--- src/rtl/sd_cmd_sequencer.sv ---
// sd_cmd_sequencer: parses UART command frames into card_driver write/read requests and reports one status byte per command
// Ports: CLOCK50/RESET clock and async active-high reset; RX_STB/RX_DAT received UART bytes;
// WR_* write request, WD_* seeded incrementing write-data stream; RD_* read request;
// RES_STB read result byte monitor; ST_* status byte handshake; BUSY high outside IDLE.
module sd_cmd_sequencer #(
    parameter int BLOCK_BYTES = 512,
    parameter int TIMEOUT_CYC = 5000000,
    parameter int CNT_W = 24
) (
    input  logic        CLOCK50,
    input  logic        RESET,
    input  logic        RX_STB,
    input  logic [7:0]  RX_DAT,
    output logic        WR_STB,
    output logic [31:0] WR_ADDR,
    output logic [7:0]  WR_LENGTH,
    input  logic        WR_ACK,
    output logic        WD_STB,
    output logic [7:0]  WD_DATA,
    input  logic        WD_ACK,
    output logic        RD_STB,
    output logic [31:0] RD_ADDR,
    output logic [7:0]  RD_LENGTH,
    input  logic        RD_ACK,
    input  logic        RES_STB,
    output logic        ST_STB,
    output logic [7:0]  ST_DAT,
    input  logic        ST_ACK,
    output logic        BUSY
);
    localparam int TW = $clog2(TIMEOUT_CYC + 1);
    typedef enum logic [3:0] {IDLE, GET_ADDR, GET_LEN, GET_SEED, REQ_WR, WR_DATA, REQ_RD, RD_DATA, STATUS} state_t;
    state_t state;
    logic is_wr;
    logic [1:0] nb;
    logic [31:0] addr;
    logic [7:0] len;
    logic [CNT_W-1:0] cnt, cnt_inc, total;
    logic [TW-1:0] tmo;
    logic tmo_hit, last;
    assign total = (CNT_W'(len) + CNT_W'(1)) * CNT_W'(BLOCK_BYTES);
    assign cnt_inc = cnt + CNT_W'(1);
    assign last = cnt_inc == total;
    assign tmo_hit = tmo == TW'(TIMEOUT_CYC - 1);
    assign WR_ADDR = addr;
    assign RD_ADDR = addr;
    assign WR_LENGTH = len;
    assign RD_LENGTH = len;
    assign BUSY = state != IDLE;
    // WD_DATA is loaded with the seed as soon as it arrives and then counts up per accepted beat.
    // A data beat that completes the transfer is checked before the timeout so completion wins a tie.
    always_ff @(posedge CLOCK50 or posedge RESET) begin
        if (RESET) begin
            state   <= IDLE;
            is_wr   <= 1'b0;
            nb      <= '0;
            addr    <= '0;
            len     <= '0;
            cnt     <= '0;
            tmo     <= '0;
            WR_STB  <= 1'b0;
            WD_STB  <= 1'b0;
            WD_DATA <= '0;
            RD_STB  <= 1'b0;
            ST_STB  <= 1'b0;
            ST_DAT  <= '0;
        end else begin
            case (state)
                IDLE: if (RX_STB) begin
                    tmo   <= '0;
                    nb    <= '0;
                    is_wr <= RX_DAT == "W";
                    if (RX_DAT == "W" || RX_DAT == "R") state <= GET_ADDR;
                    else begin
                        state  <= STATUS;
                        ST_STB <= 1'b1;
                        ST_DAT <= "?";
                    end
                end
                GET_ADDR, GET_LEN, GET_SEED: begin
                    if (RX_STB) begin
                        tmo <= '0;
                        case (state)
                            GET_ADDR: begin
                                addr <= {addr[23:0], RX_DAT};
                                nb   <= nb + 2'd1;
                                if (nb == 2'd3) state <= GET_LEN;
                            end
                            GET_LEN: begin
                                len <= RX_DAT;
                                if (is_wr) state <= GET_SEED;
                                else begin
                                    state  <= REQ_RD;
                                    RD_STB <= 1'b1;
                                end
                            end
                            default: begin
                                WD_DATA <= RX_DAT;
                                state   <= REQ_WR;
                                WR_STB  <= 1'b1;
                            end
                        endcase
                    end else if (tmo_hit) begin
                        state  <= STATUS;
                        ST_STB <= 1'b1;
                        ST_DAT <= "T";
                    end else tmo <= tmo + TW'(1);
                end
                REQ_WR: if (WR_ACK) begin
                    WR_STB <= 1'b0;
                    WD_STB <= 1'b1;
                    cnt    <= '0;
                    tmo    <= '0;
                    state  <= WR_DATA;
                end
                WR_DATA: begin
                    if (WD_ACK) begin
                        cnt     <= cnt_inc;
                        WD_DATA <= WD_DATA + 8'd1;
                        tmo     <= '0;
                        if (last) begin
                            WD_STB <= 1'b0;
                            state  <= STATUS;
                            ST_STB <= 1'b1;
                            ST_DAT <= "K";
                        end
                    end else if (tmo_hit) begin
                        WD_STB <= 1'b0;
                        state  <= STATUS;
                        ST_STB <= 1'b1;
                        ST_DAT <= "E";
                    end else tmo <= tmo + TW'(1);
                end
                REQ_RD: if (RD_ACK) begin
                    RD_STB <= 1'b0;
                    cnt    <= '0;
                    tmo    <= '0;
                    state  <= RD_DATA;
                end
                RD_DATA: begin
                    if (RES_STB) begin
                        cnt <= cnt_inc;
                        tmo <= '0;
                        if (last) begin
                            state  <= STATUS;
                            ST_STB <= 1'b1;
                            ST_DAT <= "K";
                        end
                    end else if (tmo_hit) begin
                        state  <= STATUS;
                        ST_STB <= 1'b1;
                        ST_DAT <= "E";
                    end else tmo <= tmo + TW'(1);
                end
                STATUS: if (ST_ACK) begin
                    ST_STB <= 1'b0;
                    state  <= IDLE;
                end
                default: state <= IDLE;
            endcase
        end
    end
endmodule

--- config.mk ---
export PLATFORM = sky130hd
export DESIGN_NAME = sd_cmd_sequencer
export DESIGN_NICKNAME = d
export VERILOG_FILES = /design/src/rtl/sd_cmd_sequencer.sv
export SDC_FILE = /design/constraint.sdc
export NUM_CORES = 1
export LEC_CHECK = 0
export CORE_MARGIN = 10
export CORE_UTILIZATION = 60
export CTS_CLUSTER_DIAMETER = 50
export DETAILED_ROUTE_END_ITERATION = 12
export DONT_BUFFER_PORTS = 1
export PLACE_DENSITY = 0.81
export SETUP_SLACK_MARGIN = 0.02
export SLEW_MARGIN = 20
export SYNTH_ARGS = -nofsm -noshare
export SYNTH_HDL_FRONTEND = slang
export SYNTH_SLANG_ARGS = --single-unit
--- constraint.sdc ---
create_clock -name CLOCK50 -period 4.41 [get_ports CLOCK50]
set_input_delay 0.441 -clock CLOCK50 [delete_from_list [all_inputs] [get_ports CLOCK50]]
set_output_delay 0.441 -clock CLOCK50 [all_outputs]
set_load 0.005 [all_outputs]
==> impl_results.md <==
- Outcome: completed
- # setup viols final: 0
- Area post-placement: ~0.0066 mm2
- Buffer count from post-CTS setup fixing: 0
- # clock sinks: roughly 110
- Fin nets: approximately 700
- Ranking of synthesized cells by area: dfrtp_1 42%, mux2_2 6.9%, buf_4 4.5%, o21ai_0 3.8%, nand2_1 3.6%
- Tot Pwr: about 3.5 mW
- Initial antenna violation count: 0
- Most common flop cell mapped by yosys: dfrtp_1
- Final worst-path cycle share: 0.778
- 1st-pass router iterations: 5
- Peak Freq: roughly 300 MHz
- Worst skew pair latency: 0.42 ns
- Max Cap Viol: 0
- Final Util: 0.663
- Clk root buf: clkbuf_16
- Yosys warns: 0
- DP HPWL: between 10000 and 15000 um
- Critical path class: flop to flop
- Fin area: approximately 0.0073 mm2
- Setup TNS: 0 ns
- Yosys top cell area share: 0.417
- Distinct cell type count after synthesis: 78
- Vias in the first global route: approximately 5400
- # rows: 38
- Register area share after synthesis: 0.417
- Critical Path End Type: flop
- Syn_area_per_cell: 9.39 um2
- Static Leak: 3.14 nW
- Final slew viol count: 0
- Register bit total from synthesis: 114
- Remaining DRCs: 0
- Initial Utilization: 0.623
- Syn Inst Count: 729
- Routed Antenna Nets: 0
- Yosys top cell by area: dfrtp_1
- Drt total wl: around 17000 um
- Vias per cell: ~6.6
- Core Area: between 0.01 and 0.015 mm2
- Via Count: 5528
- Die area: roughly 0.016 mm2
- CTS tree: done
- # H-tree levels: 4
- RSZ-0062 raised after global routing: no
- Layout cells sized above 1: 0.158
- Clock transition at path regs: 0.05 ns
- Drt first-iter violations: around 380
- Worst-margin pin slew: 1.05 ns
- IO Pins: about 120
- Num CTS Buffers: 17
- GPL Wtd Cong: roughly 0.94
- Reg2Reg Depth: 10
- GR Overflow Total: 0
- # diodes: 0
- Port Buf Inserts: 0
- Gates resized, CTS repair: 0
- Worst VDD drop: roughly 0.00031 V
- Global-route wire length before repair: ~28000 um
- Cell Pwr Density: between 400 and 500 mW/mm2
- Fraction of registers with async set/reset: 1.00
- Pin count of the biggest net entering global routing: 89
- All-Layer GR Usage: 0.214
- Hold buffer count at cts: 0
- Worst slew margin: 0.301
- Routed len/inst: between 20 and 25 um
- Area grow syn2layout: 6.43%
- Die H: roughly 130 um
- Fin. Hold Viols: 0
- Synthesized net count: 750
- Critical path arrival: between 3 and 4 ns
- Crit path time final: approximately 3.4 ns
- Post-synth EDFFs: 0
- Critical path fanouts, max: 10
- Mapped cell area: 0.00685 mm2
- Die Span X: about 130 um
- Max Root-Sink Buffers: 2
- Worst Setup Start Kind: flop
- Clk_skew: between 0.006 and 0.007 ns
- Min-delay worst type: input port to asynchronous set/reset pin
- Worst EP required: between 4 and 5 ns
[flip-flops by register name, summed over array words and instances, names as in the netlist]
register	flops
state	4
tmo	23
WD_STB	1
WD_DATA	8
nb	2
WR_STB	1
cnt	24
RD_ADDR	32
ST_STB	1
RD_LENGTH	8
RD_STB	1
ST_DAT	8
is_wr	1
[routing by layer]
metal | share of wire | vias up | GRT usage | routed length, um
met4 | 0.018 | 0 | 0.0777 | 311
met1 | 0.40 | 2696 | 0.260 | 6890
met5 | 0 | - | 0 | 0
met3 | 0.093 | 32 | 0.0675 | 1590
met2 | 0.49 | 280 | 0.348 | 8390
li1 | - | 2520 | - | -
[synth_stat cells, types with 4 or more instances]
cell,number
buf_4,41
nand2_1,66
or2_2,4
nor2_1,66
nor2b_1,4
nand4_1,20
a31oi_1,6
o31ai_1,18
mux2_2,42
nand2b_1,7
a21o_1,4
dfrtp_1,114
clkbuf_1,26
o21a_1,4
o21ai_0,52
and4_1,5
buf_2,4
nand3_1,35
and3_1,12
xor2_1,25
xnor2_1,12
and2_1,9
ha_1,5
a32oi_1,4
or4_1,4
inv_1,10
mux2i_1,5
or3_1,5
a21oi_1,32
nor4_1,6
nor3_1,12
o22ai_1,6
[power breakdown]
group | internal (mW) | switching (mW)
logic | 0.240 | 0.291
registers | 1.18 | 0.260
clock network | 1.02 | 0.496
total | 2.44 | 1.05
[area by class of cell]
type / count / area, um2
flip-flops and latches: 114 / 2850
clock inverters: 12 / 208
well taps: 140 / 175
clock buffers: 19 / 443
inverters: 10 / 42.5
repair buffers: 8 / 60.1
fillers: 814 / 3700
multi-input cells: 529 / 3500
[cells by family after synthesis]
group                    synth area share
flip-flops                          0.417
multiplexers                       0.0764
buffers and inverters              0.0718
AO/OA/AOI/OAI                       0.147
adder cells (fa/ha/maj)           0.00914
XOR/XNOR                           0.0579
AND/OR/NAND/NOR                     0.221
[per-stage QoR]
stage	setup WS [ns]	hold WS, ns	std cells
floorplan	0.953	0.461	729
global placement	1.29	0.480	801
detailed placement	1.14	0.498	801
CTS	1.11	0.113	832
global route	0.793	0.0831	832
finish	0.979	0.0394	832
[final timing paths]
kind	startpoint	slack [ns]	to
max in group asynchronous	RESET	3.50	cnt[18]
setup reg to reg	cnt[0]	0.98	ST_DAT[5]
setup / recovery	cnt[0]	0.98	ST_DAT[5]
min in group CLOCK50	WD_ACK	0.13	WD_STB
hold / removal	RESET	0.04	tmo[11]
hold reg to reg	nb[0]	0.50	nb[0]
[worst max-delay path, cell delays in order, from the launching register on]
cell and delay [ns]:
dfrtp_1 0.46, ha_1 0.28, nand3_2 0.24, or4_4 0.60, a2111oi_0 0.50, nor3_1 0.17, nand4b_1 0.27, nor4_4 0.34
a21o_4 0.21, nand2_4 0.05, a22o_1 0.18
[placed cells by master (no fill, tap or decap), drive strengths merged, types with 7 or more instances in the layout]
cell / count
clkinv: 7
and2: 11
xnor2: 13
nor3: 13
nand4: 23
nand3: 36
nand2b: 7
a21oi: 32
o21ai: 53
inv: 10
nand2: 67
o31ai: 18
nor2: 67
and3: 13
xor2: 25
or4: 7
buf: 8
nor4: 10
clkbuf: 19
dfrtp: 114
mux2: 42
No activity file was read; power rests on OpenSTA's default activity.
